===== src/rtl/dbg_pkg.sv =====
// Shared debug-bus types: segment/address layout, host command opcodes and
// the host-interface state encoding.
package dbg;

  typedef enum logic [3:0] {
    CTL = 4'h0,
    ROM = 4'h1,
    RAM = 4'h2
  } seg_t;

  typedef logic [11:0] seg_addr_t;

  typedef struct packed {
    seg_t      seg;
    seg_addr_t addr;
  } addr_t;

  localparam seg_addr_t Ctl_pc_lo_addr   = 12'h001;
  localparam seg_addr_t Ctl_sys_rst_addr = 12'h010;

  localparam logic [7:0] Op_write = 8'h57;
  localparam logic [7:0] Op_read  = 8'h52;
  localparam logic [7:0] Op_load  = 8'h4C;
  localparam logic [7:0] Rsp_ack  = 8'h06;
  localparam logic [7:0] Rsp_nak  = 8'h15;

  localparam int unsigned Rd_lat   = 2;
  localparam int unsigned Rd_cnt_w = 2;

  localparam addr_t Park_addr = '{seg: CTL, addr: Ctl_sys_rst_addr};

  typedef enum logic [2:0] {
    IDLE,
    ADDR_HI,
    ADDR_LO,
    LEN,
    DATA,
    WRITE,
    RD_WAIT,
    RESP
  } state_t;

endpackage


===== src/rtl/dbg_timeout.sv =====
// Inter-byte idle counter; expired rises after Timeout_cycles enabled cycles
// without a clear.
module dbg_timeout #(
  parameter logic [15:0] Timeout_cycles = 16'd50000
) (
  input  logic clk,
  input  logic rst,
  input  logic clear,
  input  logic enable,
  output logic expired
);

  localparam int unsigned Cnt_w = 16;

  logic [Cnt_w-1:0] cnt;

  always_ff @(posedge clk or posedge rst) begin
    if (rst) begin
      cnt     <= '0;
      expired <= 1'b0;
    end else if (clear || !enable) begin
      cnt     <= '0;
      expired <= 1'b0;
    end else if (!expired) begin
      cnt     <= cnt + Cnt_w'(1);
      expired <= (cnt == Cnt_w'(Timeout_cycles - 16'd1));
    end
  end

endmodule


===== src/rtl/dbg_host_if.sv =====
// Host byte-stream command decoder driving the dbg_ctl register bus
// (single write, single read, burst write) with ACK/NAK/data responses.
module dbg_host_if #(
  parameter logic [15:0] Timeout_cycles = 16'd50000
) (
  input  logic        clk,
  input  logic        rst,
  input  logic [7:0]  rx_data,
  input  logic        rx_valid,
  output logic        rx_ready,
  output logic [7:0]  tx_data,
  output logic        tx_valid,
  input  logic        tx_ready,
  output dbg::addr_t  dbg_addr,
  output logic        dbg_wen,
  output logic [7:0]  dbg_wdata,
  input  logic [7:0]  dbg_rdata
);

  import dbg::*;

  state_t              st;
  logic [7:0]          op;
  addr_t               tgt;
  logic [7:0]          cnt;
  logic [Rd_cnt_w-1:0] rd_cnt;
  logic                acc;
  logic                to_en;
  logic                expired;

  assign acc   = rx_valid && rx_ready;
  assign to_en = (st == ADDR_HI) || (st == ADDR_LO) || (st == LEN) || (st == DATA);

  dbg_timeout #(.Timeout_cycles(Timeout_cycles)) u_timeout (
    .clk     (clk),
    .rst     (rst),
    .clear   (acc),
    .enable  (to_en),
    .expired (expired)
  );

  // ROM seg only ever reaches dbg_addr while in WRITE; everything else parks.
  always_ff @(posedge clk or posedge rst) begin
    if (rst) begin
      st        <= IDLE;
      op        <= Op_write;
      tgt       <= Park_addr;
      cnt       <= 8'h00;
      rd_cnt    <= '0;
      rx_ready  <= 1'b1;
      tx_valid  <= 1'b0;
      tx_data   <= 8'h00;
      dbg_wen   <= 1'b0;
      dbg_wdata <= 8'h00;
      dbg_addr  <= Park_addr;
    end else begin
      case (st)
        IDLE: begin
          if (acc) begin
            if (rx_data == Op_write || rx_data == Op_read || rx_data == Op_load) begin
              op <= rx_data;
              st <= ADDR_HI;
            end else begin
              tx_data  <= Rsp_nak;
              tx_valid <= 1'b1;
              rx_ready <= 1'b0;
              st       <= RESP;
            end
          end
        end
        ADDR_HI: begin
          if (acc) begin
            tgt <= '{seg: seg_t'(rx_data[7:4]), addr: {rx_data[3:0], tgt.addr[7:0]}};
            st  <= ADDR_LO;
          end else if (expired) begin
            st <= IDLE;
          end
        end
        ADDR_LO: begin
          if (acc) begin
            tgt.addr[7:0] <= rx_data;
            if (op == Op_read) begin
              rx_ready <= 1'b0;
              rd_cnt   <= '0;
              st       <= RD_WAIT;
              if (tgt.seg != ROM)
                dbg_addr <= '{seg: tgt.seg, addr: {tgt.addr[11:8], rx_data}};
            end else if (op == Op_load) begin
              st <= LEN;
            end else begin
              st <= DATA;
            end
          end else if (expired) begin
            st <= IDLE;
          end
        end
        LEN: begin
          if (acc) begin
            cnt <= rx_data;
            st  <= DATA;
          end else if (expired) begin
            st <= IDLE;
          end
        end
        DATA: begin
          if (acc) begin
            dbg_wdata <= rx_data;
            dbg_wen   <= 1'b1;
            dbg_addr  <= tgt;
            rx_ready  <= 1'b0;
            st        <= WRITE;
          end else if (expired) begin
            st <= IDLE;
          end
        end
        WRITE: begin
          dbg_wen  <= 1'b0;
          dbg_addr <= Park_addr;
          if (op == Op_load && cnt != 8'h00) begin
            cnt      <= cnt - 8'd1;
            tgt.addr <= 12'(tgt.addr + 12'd1);
            rx_ready <= 1'b1;
            st       <= DATA;
          end else begin
            tx_data  <= Rsp_ack;
            tx_valid <= 1'b1;
            st       <= RESP;
          end
        end
        RD_WAIT: begin
          rd_cnt <= rd_cnt + Rd_cnt_w'(1);
          if (rd_cnt == Rd_cnt_w'(Rd_lat - 1)) begin
            tx_data  <= (tgt.seg == ROM) ? Rsp_nak : dbg_rdata;
            tx_valid <= 1'b1;
            dbg_addr <= Park_addr;
            st       <= RESP;
          end
        end
        RESP: begin
          if (tx_ready) begin
            tx_valid <= 1'b0;
            rx_ready <= 1'b1;
            st       <= IDLE;
          end
        end
        default: st <= IDLE;
      endcase
    end
  end

endmodule


===== config.mk =====
export PLATFORM = sky130hd
export DESIGN_NAME = dbg_host_if
export DESIGN_NICKNAME = d
export VERILOG_FILES = /design/src/rtl/dbg_pkg.sv /design/src/rtl/dbg_timeout.sv /design/src/rtl/dbg_host_if.sv
export SDC_FILE = /design/constraint.sdc
export NUM_CORES = 1
export LEC_CHECK = 0
export ABC_AREA = 1
export BUFFER_PORTS_ARGS = -buffer_cell sky130_fd_sc_hd__buf_2
export CORE_ASPECT_RATIO = 1.5
export CORE_MARGIN = 4
export CORE_UTILIZATION = 54
export CTS_BUF_LIST = sky130_fd_sc_hd__clkbuf_2
export DETAILED_ROUTE_END_ITERATION = 16
export PLACE_DENSITY = 0.88
export SETUP_SLACK_MARGIN = 0.05
export SYNTH_ARGS = -nofsm -noshare
export SYNTH_HDL_FRONTEND = slang
export SYNTH_SLANG_ARGS = --single-unit

===== constraint.sdc =====
create_clock -name clk -period 2.5 [get_ports clk]
set_input_delay 0.125 -clock clk [delete_from_list [all_inputs] [get_ports clk]]
set_output_delay 0.125 -clock clk [all_outputs]
set_load 0.1 [all_outputs]

# Word-level counts from Yosys, hierarchy flattened
# Cells that the tools add are included.
[op_classes] add_sub_neg=4 n_eq_ne=29 n_mux=55 bitwise=1 reduce_logical=33
[op_table] op="$mux W16" count=7
[op_table] op="$pmux W16 S4" count=1
[op_table] op="$mux W8" count=7
[op_table] op="$pmux W8 S3" count=2
[op_table] op="$eq A8 B7 Y1 const B" count=5
[op_table] op="$mux W3" count=11
[op_table] op="$mux W12" count=2
[op_table] op="$pmux W3 S8" count=1
[op_table] op="$add A16 B1 Y16 const B" count=1
[op_table] op="$eq A16 B16 Y1 const B" count=1
[op_table] op="$pmux W8 S2" count=1
[op_table] op="$mux W1" count=15
[op_table] op="$reduce_and A3 Y1" count=5
[op_table] op="$ne A2 B1 Y1 const B" count=7
[op_table] op="$add A12 B1 Y12 const B" count=1
[op_table] op="$eq A3 B3 Y1 const B" count=4
[op_table] op="$ne A2 B2 Y1 const B" count=6
[op_table] op="$reduce_and A6 Y1" count=2
[op_table] op="$reduce_bool A2 Y1" count=5
[op_table] op="$pmux W4 S2" count=1
[op_table] op="$reduce_and A8 Y1" count=1
[op_table] op="$reduce_bool A4 Y1" count=2
[op_table] op="$reduce_bool A8 Y1" count=1
[op_table] op="$sub A8 B1 Y8 const B" count=1
[op_table] op="21 further kinds" count=32
[word_totals] reg_bits=89 inputBits=20 output_inout_bits=35

# Logic depth before layout (Yosys ltp)
# Gate-level depths: netlist of run 1.
[depth] depth_word=7 mapped_depth=13 depth_no_buf=12

# Cells and area by module
# From an unflattened synthesis of run 1, not the netlist that was laid out.
[unflattened] hier_cells=690 hier_area_um2=5081.1
[by_module_without_submodules] mod="dbg_host_if" n_inst=1 cells_each=549 area_per_inst_um2=4040.1 seq_area_each_um2=1811.7
[by_module_without_submodules] mod="dbg_timeout" n_inst=1 cells_each=141 area_per_inst_um2=1041.0 seq_area_each_um2=425.4

# Least setup slack after synthesis of run 1
# OpenSTA, ideal clock, no wires.
[synth_path] kind="reg-to-reg" from="reg rx_ready" to="reg dbg_addr[12] in the netlist's numbering" setup_ns=0.122 arrival_ns=2.092 path_slack_ns=0.285 stages_incl_launch_ff=9 path_buffers=1 synth_period_minus_slack_ns=2.215 cell_sequence="dfstp_2 -> nand2_1 -> clkinv_1 -> nor2_1 -> nor3_4 -> nand2_4 -> buf_6 -> nand2_1 -> o21ai_2"
[synth_between] elab_chain_cells=3 elab_cells_between_ends=4 cone_classes="eq/ne (2); reduce/logical (2)"
[synth_lines] element="start: declaration" line_no="dbg_host_if.sv:10" source="output logic rx_ready,"
[synth_lines] element="start signal: assignment" line_no="dbg_host_if.sv:50" source="rx_ready <= 1'b1;"
[synth_lines] element="start signal: assignment" line_no="dbg_host_if.sv:66" source="rx_ready <= 1'b0;"
[synth_lines] element="start signal: assignment" line_no="dbg_host_if.sv:83" source="rx_ready <= 1'b0;"
[synth_lines] element="$logic_and A1 B1 Y1 (*)" line_no="dbg_host_if.sv:31" source="assign acc = rx_valid && rx_ready;"
[synth_lines] element="$ne A2 B1 Y1 (no source line)"
[synth_lines] element="$reduce_and A6 Y1 (no source line) (*)"
[synth_lines] element="end signal: assignment" line_no="dbg_host_if.sv:55" source="dbg_addr <= Park_addr;"
[synth_lines] element="end signal: assignment" line_no="dbg_host_if.sv:87" source="dbg_addr <= '{seg: tgt.seg, addr: {tgt.addr[11:8], rx_data}};"
[synth_lines] element="end signal: assignment" line_no="dbg_host_if.sv:109" source="dbg_addr <= tgt;"
[synth_lines] element="end: declaration" line_no="dbg_host_if.sv:14" source="output dbg::addr_t dbg_addr,"
# Every way passes the cells marked *; elsewhere a longest branch is shown, timed or not.
# A chain may end at the register's enable or synchronous reset.

# Worst setup path in the final report of run 1
[layout_path] from="reg rx_ready" to="reg dbg_addr[15] in the netlist's numbering"
# Same word-level chain as after synthesis.

==> run metrics, run 1 <==
run status completed; final slew viol count 0; crit path cell chain nand2_1 -> clkinv_1 -> nor2_1 -> nor3_4 -> nand2_4 -> nand2_1 -> o21ai_2; peak supply drop 229 uV; slowest stage cell on the critical path sky130_fd_sc_hd__dfstp_2; placer congestion estimate 0.996; startpoint-to-endpoint class of the critical path reg2reg; post-DR wirelength/cell 14.8 um; number of antenna violations at the first check in global routing 0; P_int 0.00161 W; first-pass GRT wire length 21200 um; warning count from the yosys run 0; synthesized instance count 659; fill count 766; clock tree from TritonCTS yes; cts bufs inserted 9; clock transition time at the flip-flop clock pins of the worst setup and hold paths 240 ps; initial core utilization 0.556; length of the first detailed-routing pass in iterations 7; Net Count, Synth 684; Tcrit/Tclk final 0.854; # Max-Cap Violations 0; cell row count 42; maximum root-to-sink buffer count 2; remaining global-route overflow 0; count of antenna diodes in the layout 0; die height 125 um; Fin. Hold Viols 0; top cell family by delay on the critical path simple AND/OR/NAND/NOR gates; clock root cell sky130_fd_sc_hd__clkbuf_2; leak pwr 2.80 nW; area of combinational cells with multiple inputs 2300 um2; total of flip-flops plus latches after synthesis 89; Ports 55; CP most frequent cell sky130_fd_sc_hd__nand2_1; via-per-instance ratio 5.58; Chip Width 86.1 um; most frequent cell after synthesis sky130_fd_sc_hd__nand2_1; net switching power figure 0.000573 W; wire length reported by the detailed router 12600 um; clock sink count 89; quantity of hold-fixing buffers added after cts 18; Max FO, Critical Path 25; Clock power frac 0.282; critical path capture point type register; worst-skew pair later-pin latency 590 ps; pin count of the biggest net entering global routing 48; number of DRC violations after detailed-routing iteration 0 443; final critical path time including I/O delays and setup 2140 ps; worst min-delay path category in2async; number of enable flip-flop cells after synthesis 0; number of setup buffers added after CTS 0; vias in the first global route 4605; most area-consuming cells after synthesis sky130_fd_sc_hd__dfrtp_1, sky130_fd_sc_hd__nand2_1, sky130_fd_sc_hd__o21ai_0; area of the mapped netlist 4940 um2; unique cell type count in the Yosys netlist 39; area growth from synthesis to layout 12.6%; most frequently used flop master after synthesis sky130_fd_sc_hd__dfrtp_1; deepest level of the CTS H-tree 3; async set-or-reset flop fraction in the synthesized netlist 1.00; residual antenna-violating net count after detailed routing 0; arrival time of data at the critical path endpoint 2650 ps; Final Net Count 757; Final setup violation count 0; Avg Inst Size Synth 7.50 um2; setup repair after global routing missed its margin no; post-layout total power 0.00219 W; number of standard cells in the layout, taps in and fillers out 847; sum of negative setup slack 0 ps; placed cells 813; core area 8880 um2; finished layout cell area 5570 um2; critical path data required time 3010 ps; fraction of layout cells with a size suffix above 1 0.156; crit path buf inv count 1; crit path launch type register; number of buffers inserted by port buffering 54; power per cell area 393 nW/um2; total via count after detailed routing 4729; Comb pwr share 0.056; DPL Wire Length 9260 um; leading post-synthesis cells by instance count sky130_fd_sc_hd__nand2_1, sky130_fd_sc_hd__dfrtp_1, sky130_fd_sc_hd__inv_1; worst clock skew 19.6 ps; die outline area 10800 um2; Sw Ratio 0.262; top cell type by total area after synthesis sky130_fd_sc_hd__dfrtp_1; total area of sequential cells 2240 um2; All-Layer GR Usage 0.243; achievable frequency 468 MHz; top cell type's share of synthesized area 0.410; worst-case headroom to the max-slew limit 0.339; remaining design rule violation count 0; Resized Gates After CTS 0; largest stage delay on the critical path 610 ps; sequential area share after synthesis 0.453; register share of total power 0.662; actual slew at the worst max-slew pin 988 ps; area after detailed placement 5300 um2
[stage by stage]
step	setup WS [ps]	utilization	hold slack, ps
after floorplan	81.3	-	246
after global placement	432	0.597	268
after detailed placement	397	0.597	276
after CTS	380	0.627	147
after global routing	195	0.627	197
final	365	0.627	143
[placed cells by master (no fill, tap or decap), drive strengths merged]
master / n
inv: 78
clkbuf: 9
nand3: 47
a31oi: 10
xor2: 8
nand4: 15
nand2: 205
dfstp: 8
o31ai: 1
nor2: 61
dfrtp: 81
nor4: 3
and3: 1
a21boi: 1
ha: 5
o22ai: 4
mux2i: 1
clkinv: 10
o21a: 1
buf: 59
nor3: 14
o211ai: 2
or2: 2
o21ai: 66
nand3b: 6
dlygate4sd3: 18
a21oi: 19
xnor2: 2
[flip-flops by register name (all words and copies together) (netlist names)]
| name | count |
|---|---|
| u_timeout.cnt | 16 |
| tx_valid | 1 |
| op | 8 |
| dbg_wdata | 8 |
| cnt | 8 |
| rx_ready | 1 |
| dbg_wen | 1 |
| rd_cnt | 2 |
| tx_data | 8 |
| dbg_addr | 16 |
| u_timeout.expired | 1 |
| tgt | 16 |
| st | 3 |
[path summary, 6_finish.rpt]
check                                      start                  endpoint  slack, ps  cells after the start
setup / recovery            rx_ready$_DFFE_PP1P_  dbg_addr[15]$_DFFE_PP0P_        360                      7
hold / removal                               rst        cnt[3]$_DFFE_PP0P_        140                      3
setup reg to reg            rx_ready$_DFFE_PP1P_  dbg_addr[15]$_DFFE_PP0P_        360                      7
hold reg to reg            rd_cnt[0]$_DFFE_PP0P_     rd_cnt[0]$_DFFE_PP0P_        500                      1
max in group asynchronous                    rst   dbg_addr[4]$_DFFE_PP1P_       1620                      4
min in group clk                        rx_valid         op[7]$_DFFE_PP0P_        180                      4
[tightest hold or removal path: stages]
cell	delay, ps
sky130_fd_sc_hd__dlygate4sd3_1	530
sky130_fd_sc_hd__buf_2	120
sky130_fd_sc_hd__clkinv_2	490
[layout make-up]
type                            count  area share
Clock inverter                      7     0.00674
Clock buffer                        9     0.00809
Multi-Input combinational cell    474       0.413
Sequential cell                    89       0.402
Tap cell                          110      0.0247
Inverter                           81      0.0557
Timing Repair Buffer               77      0.0899
[layer usage]
| layer | track usage | vias up | share of wire |
|---|---|---|---|
| met5 | 0 | - | 0 |
| met4 | 0.112 | 0 | 0.037 |
| met3 | 0.0527 | 39 | 0.063 |
| met2 | 0.418 | 205 | 0.51 |
| met1 | 0.284 | 2196 | 0.39 |
| li1 | - | 2289 | - |
[power groups by stage]
stage                     logic [W]  clock network (W)  registers, W
after detailed placement  0.0000991                  0       0.00147
after floorplan           0.0000523                  0       0.00147
after global routing       0.000136           0.000697       0.00145
after CTS                  0.000121           0.000633       0.00145
after global placement    0.0000969                  0       0.00147
final                      0.000122           0.000616       0.00145
[logic make-up after synthesis]
family | share of synthesized area
simple gates | 0.314
compound gates | 0.118
buf+inv | 0.0823
flops | 0.453
xor+xnor | 0.0177
fa+ha+maj | 0.0127
mux | 0.00203
Power figures use the tool's default switching activity.
==> run 2, diff against run 1 <==
--- a/config.mk
+++ b/config.mk
@@ -12,7 +12,7 @@
 export CORE_UTILIZATION = 54
 export CTS_BUF_LIST = sky130_fd_sc_hd__clkbuf_2
 export DETAILED_ROUTE_END_ITERATION = 16
-export PLACE_DENSITY = 0.88
+export PLACE_DENSITY = 0.77
 export SETUP_SLACK_MARGIN = 0.05
 export SYNTH_ARGS = -nofsm -noshare
 export SYNTH_HDL_FRONTEND = slang
==> run 2 against run 1 <==
  * First-iteration DRC count increased by 17%
  * Clock-buffer cell count increased by 1
  * Setup slack improved by 47 ps
  * Clock power down 2%
  * Sequential power is essentially flat
  * Power decreased by 0.41%
  * Clock skew is 8.6 ps higher
==> run metrics, run 2 (synthesis gave the netlist of run 1 again) <==
wire length reported by the detailed router 13400 um; placed cells 814; pin count of the biggest net entering global routing 61; worst clock skew 28.2 ps; setup slack of the most critical reg-to-reg path 410 ps; clock tree from TritonCTS yes; commonest non-fill, non-tap cell in the layout sky130_fd_sc_hd__nand2_1; fill count 788; number of antenna violations at the first check in global routing 0; deepest level of the CTS H-tree 3; critical path capture point type register; critical path data required time 2980 ps; met1 global-route usage 0.306; core area 8880 um2; Fin. Hold Viols 0; Reg2Reg Depth 7; leak pwr 2.80 nW; achievable frequency 479 MHz; fraction of layout cells with a size suffix above 1 0.157; Ports 55; worst-skew pair later-pin latency 570 ps; startpoint-to-endpoint class of the critical path reg2reg; Chip Width 86.1 um; peak supply drop 259 uV; final slew viol count 0; power per cell area 390 nW/um2; remaining global-route overflow 0; Tcrit/Tclk final 0.835; finished layout cell area 5580 um2; cell row count 42; Max FO, Critical Path 25; number of setup buffers added after CTS 0; residual antenna-violating net count after detailed routing 0; setup repair after global routing missed its margin no; run status completed; die height 125 um; total area of sequential cells 2240 um2; maximum root-to-sink buffer count 2; global routing met2 resource utilization 0.443; most frequent cells in the layout sky130_fd_sc_hd__nand2_1, sky130_fd_sc_hd__dfrtp_1, sky130_fd_sc_hd__inv_1; Final setup violation count 0; worst-case headroom to the max-slew limit 0.575; Setup WS pre-CTS 434 ps; area of combinational cells with multiple inputs 2300 um2; placer congestion estimate 1.02; via-per-instance ratio 5.69; initial core utilization 0.556; area after detailed placement 5310 um2; number of standard cells in the layout, taps in and fillers out 848; arrival time of data at the critical path endpoint 2560 ps; vias in the first global route 4632; clock transition time at the flip-flop clock pins of the worst setup and hold paths 240 ps; area growth from synthesis to layout 12.8%; post-DR wirelength/cell 15.8 um; clock sink count 89; # Max-Cap Violations 0; global route hottest layer met2; final critical path time including I/O delays and setup 2090 ps; worst min-delay path category in2async; DPL Wire Length 10000 um; met3 layer usage reported by global route 0.0382; crit path launch type register; PnR worst setup slack 411 ps; All-Layer GR Usage 0.260; Resized Gates After CTS 0; total via count after detailed routing 4823; remaining design rule violation count 0; number of DRC violations after detailed-routing iteration 0 519; Final Net Count 758; die outline area 10800 um2; number of buffers inserted by port buffering 54; sum of negative setup slack 0 ps; first-pass GRT wire length 22300 um; actual slew at the worst max-slew pin 637 ps; length of the first detailed-routing pass in iterations 5; cts bufs inserted 9; count of antenna diodes in the layout 0; post-layout total power 0.00218 W; clock root cell sky130_fd_sc_hd__clkbuf_2; largest registers ranked by flip-flop count dbg_addr: 16 flops, tgt: 16 flops, u_timeout.cnt: 16 flops
-- run 2: cell count changes in the layout (fill, tap and decap cells not counted) --
| cell | previous run | this run |
|---|---|---|
| sky130_fd_sc_hd__clkbuf_2 | 9 | 10 |
| sky130_fd_sc_hd__clkinv_2 | 6 | 4 |
| sky130_fd_sc_hd__clkinvlp_4 | 0 | 1 |
| sky130_fd_sc_hd__buf_4 | 4 | 5 |
-- run 2: report_power, final --
part,switching [W],internal [W]
combinational,0.0000805,0.0000451
sequential,0.00000158,0.00145
clock,0.000475,0.000128
-- run 2: final timing paths --
kind,startpoint,endpoint
max,rx_ready$_DFFE_PP1P_,dbg_addr[13]$_DFFE_PP0P_
min,rst,dbg_wdata[7]$_DFFE_PP0P_
max reg2reg,rx_ready$_DFFE_PP1P_,dbg_addr[13]$_DFFE_PP0P_
min reg2reg,dbg_addr[0]$_DFFE_PP0P_,dbg_addr[0]$_DFFE_PP0P_
max in group asynchronous,rst,tgt[4]$_DFFE_PP1P_
min in group clk,rx_valid,op[7]$_DFFE_PP0P_
-- run 2: worst max-delay path, cell delays in order (launching register included) --
cell,delay [ps]
sky130_fd_sc_hd__dfstp_2,590
sky130_fd_sc_hd__nand2_1,230
sky130_fd_sc_hd__clkinv_1,240
sky130_fd_sc_hd__nor2_1,100
sky130_fd_sc_hd__nor3_4,360
sky130_fd_sc_hd__nand2_4,270
sky130_fd_sc_hd__nand2_1,150
sky130_fd_sc_hd__o21ai_2,60
-- run 2: final cells by class --
class,count,area share
clock buffer,10,0.00897
timing repair buffer,78,0.0911
multi-input combinational,474,0.412
tap,110,0.0247
inverter,81,0.0556
clock inverter,6,0.00628
sequential,89,0.401
-- run 2: timing repair --
action | in CTS | in global routing
hold buffers | 18 | 0
setup endpoints to repair | 0 | 0
hold endpoints to repair | 79 | 0
-- run 2: per-layer routing --
layer  part of all wire  vias to the layer above  wire, um
li1                   -                     2290         -
met5                  0                        -         0
met4              0.054                        0       719
met3              0.051                       55       681
met2               0.51                      193      6830
met1               0.39                     2285      5170
-- run 2: per-stage QoR --
stage	hold slack, ps	util
3_5_place_dp	188	0.598
2_1_floorplan	246	-
4_1_cts	66.1	0.628
3_3_place_gp	171	0.598
5_1_grt	110	0.628
6_report	91.7	0.628
==> run 3, diff against run 2 <==
--- a/config.mk
+++ b/config.mk
@@ -5,14 +5,14 @@
 export SDC_FILE = /design/constraint.sdc
 export NUM_CORES = 1
 export LEC_CHECK = 0
-export ABC_AREA = 1
+export ABC_AREA = 0
 export BUFFER_PORTS_ARGS = -buffer_cell sky130_fd_sc_hd__buf_2
 export CORE_ASPECT_RATIO = 1.5
 export CORE_MARGIN = 4
 export CORE_UTILIZATION = 54
 export CTS_BUF_LIST = sky130_fd_sc_hd__clkbuf_2
 export DETAILED_ROUTE_END_ITERATION = 16
-export PLACE_DENSITY = 0.77
+export PLACE_DENSITY = 0.78
 export SETUP_SLACK_MARGIN = 0.05
 export SYNTH_ARGS = -nofsm -noshare
 export SYNTH_HDL_FRONTEND = slang
==> constraint.sdc (replaced) <==
create_clock -name clk -period 1.9 [get_ports clk]
set_input_delay 0.095 -clock clk [delete_from_list [all_inputs] [get_ports clk]]
set_output_delay 0.095 -clock clk [all_outputs]
set_load 0.1 [all_outputs]
==> run 3 against run 2 <==
  * The run now ends with setup timing left
  * Synthesized cell count fell by 26%
  * Clock-buffer cell count fell by 1
  * Critical path depth did not move
  * Clock skew rose by 19 ps
  * Power rose to 4.9 times the previous value
  * Routed wire length fell by 4.3%
  * Maximum frequency rose by 8.1%
==> run metrics, run 3 <==
crit path launch type register; synthesized instance count 490; failing checks setup timing; cell row count 41; deepest level of the CTS H-tree 3; PnR worst setup slack -31.6 ps; clock tree from TritonCTS yes; worst-skew pair later-pin latency 580 ps; top cell type's share of synthesized area 0.421; clock sink count 89; placer congestion estimate 0.956; most frequent cells in the layout sky130_fd_sc_hd__dfrtp_1, sky130_fd_sc_hd__buf_2, sky130_fd_sc_hd__buf_4; startpoint-to-endpoint class of the critical path reg2reg; commonest non-fill, non-tap cell in the layout sky130_fd_sc_hd__dfrtp_1; worst-case headroom to the max-slew limit 0.669; via-per-instance ratio 5.88; timing startpoint of the critical path rx_ready$_DFFE_PP1P_; clock root cell sky130_fd_sc_hd__clkbuf_2; fraction of layout cells with a size suffix above 1 0.339; All-Layer GR Usage 0.247; post-DR wirelength/cell 17.7 um; initial core utilization 0.562; core area 8570 um2; vias in the first global route 4206; die height 124 um; async set-or-reset flop fraction in the synthesized netlist 1.00; power per cell area 1750 nW/um2; most frequently used flop master after synthesis sky130_fd_sc_hd__dfrtp_1; largest registers ranked by flip-flop count dbg_addr: 16 flops, tgt: 16 flops, u_timeout.cnt: 16 flops; number of antenna violations at the first check in global routing 1; FF-to-FF Start rx_ready$_DFFE_PP1P_; area growth from synthesis to layout 26.2%; wire length reported by the detailed router 12800 um; Max FO, Critical Path 6; number of enable flip-flop cells after synthesis 0; HP Start rx_valid; first-pass GRT wire length 20600 um; top cell type by total area after synthesis sky130_fd_sc_hd__dfrtp_1; warning count from the yosys run 0; final critical path time including I/O delays and setup 1930 ps; worst min-delay path category in2reg; residual antenna-violating net count after detailed routing 0; remaining design rule violation count 0; Avg Inst Size Synth 9.82 um2; worst hold slack 142 ps; achievable frequency 518 MHz; peak supply drop 1330 uV; actual slew at the worst max-slew pin 497 ps; final slew viol count 0; Tcrit/Tclk final 1.02; area after detailed placement 5560 um2; Final setup violation count 2; total of flip-flops plus latches after synthesis 89; total via count after detailed routing 4262; number of buffers inserted by port buffering 54; maximum root-to-sink buffer count 2; arrival time of data at the critical path endpoint 2400 ps; DPL Wire Length 9140 um; Net Count, Synth 515; finished layout cell area 6070 um2; most frequent cell after synthesis sky130_fd_sc_hd__dfrtp_1; placed cells 679; cts bufs inserted 9; die outline area 10500 um2; Chip Width 85.1 um; leading post-synthesis cells by instance count sky130_fd_sc_hd__dfrtp_1, sky130_fd_sc_hd__nand2_1, sky130_fd_sc_hd__nor2_1; length of the first detailed-routing pass in iterations 5; Final Net Count 637; leak pwr 2.83 nW; number of standard cells in the layout, taps in and fillers out 725; Fin. Hold Viols 0; unique cell type count in the Yosys netlist 67; sequential area share after synthesis 0.465; critical path capture point type register; clock transition time at the flip-flop clock pins of the worst setup and hold paths 240 ps; # Max-Cap Violations 0; worst clock skew 47.2 ps; remaining global-route overflow 0; pin count of the biggest net entering global routing 90; number of DRC violations after detailed-routing iteration 0 224; run status finished with violations; fill count 637; setup repair after global routing missed its margin yes; Ports 55; most area-consuming cells after synthesis sky130_fd_sc_hd__dfrtp_1, sky130_fd_sc_hd__mux2_2, sky130_fd_sc_hd__dfstp_2; critical path data required time 2370 ps; area of the mapped netlist 4810 um2
run 3: changes by cell type in the layout (fill, tap and decap cells not counted), sizes merged, moves of 9 or more:
cell   delta
mux2i    +16
inv      -51
nand2   -162
mux2     +29
nor2     -17
nand3    -31
nand4     -9
o21ai    -31
a21oi    +15
buf      +55
run 3: through the flow:
step | utilization | power (W) | TNS, ps | setup slack (ps)
4_1_cts | 0.684 | 0.0102 | -35.9 | -12.8
6_report | 0.709 | 0.0106 | -40.9 | -31.6
3_3_place_gp | 0.649 | 0.00911 | -62.2 | -62.2
5_1_grt | 0.709 | 0.0112 | -712 | -70.6
2_1_floorplan | - | 0.00780 | -3010 | -257
3_5_place_dp | 0.649 | 0.00926 | -3.20 | -3.20
run 3: cells by family (layout without fill, tap and decap cells):
| kind of cell | Yosys count | in the layout | synth area share |
|---|---|---|---|
| compound gates | 121 | 121 | 0.158 |
| mux | 46 | 46 | 0.106 |
| fa+ha+maj | 5 | 5 | 0.0130 |
| buf+inv | 50 | 177 | 0.0471 |
| simple gates | 168 | 168 | 0.191 |
| flops | 89 | 89 | 0.465 |
| xor+xnor | 11 | 11 | 0.0200 |
| other cells | 0 | 1 | 0 |
run 3: area by class of cell:
| cell class | count | area (um2) | area share |
|---|---|---|---|
| timing repair buffer | 134 | 1000 | 0.165 |
| inverter | 27 | 105 | 0.0173 |
| clock buffer | 9 | 45.0 | 0.00742 |
| sequential | 89 | 2240 | 0.369 |
| multi-input combinational | 351 | 2490 | 0.411 |
| tap | 107 | 134 | 0.0220 |
| clock inverter | 7 | 45.0 | 0.00742 |
| antenna | 1 | 2.50 | 0.000412 |
run 3: worst paths after layout:
kind / end / slack, ps / depth (start not counted)
max: dbg_addr[0]$_DFFE_PP0P_ / -30 / 7
min: st[0]$_DFFE_PP0P_ / 140 / 5
max reg2reg: dbg_addr[0]$_DFFE_PP0P_ / -30 / 7
min reg2reg: rd_cnt[0]$_DFFE_PP0P_ / 510 / 1
max in group asynchronous: op[6]$_DFFE_PP1P_ / 1270 / 4
min in group asynchronous: u_timeout.cnt[4]$_DFFE_PP0P_ / 170 / 4
run 3: power breakdown:
part	switching [W]	internal [W]	total, W
Clock	0.000666	0.000167	0.000833
Sequential	0.000547	0.00255	0.00310
Combinational	0.00442	0.00225	0.00667
run 3: timing repair:
action                                  4_1_cts  5_1_grt
setup buffers                                 2        8
resized for setup                             8       27
pin swaps                                     5        6
cloned                                        0        1
hold buffers                                 17        1
endpoints found under the setup margin       33       49
endpoints found under the hold margin       125        1
run 3: critical path, cell delays in order (launching register included):
cell and delay, ps:
sky130_fd_sc_hd__dfstp_4 690, sky130_fd_sc_hd__buf_6 100, sky130_fd_sc_hd__and2_4 170, sky130_fd_sc_hd__a21oi_2 40, sky130_fd_sc_hd__o21ba_2 210, sky130_fd_sc_hd__a21o_4 210, sky130_fd_sc_hd__clkbuf_16 160, sky130_fd_sc_hd__mux2_4 290
run 3: metal layers:
metal  track usage  vias up  routed length (um)
li1              -     1996                   -
met3        0.0397       36                 531
met1         0.297     2092                5050
met2         0.439      138                6810
met5             0        -                   0
met4         0.103        0                 442
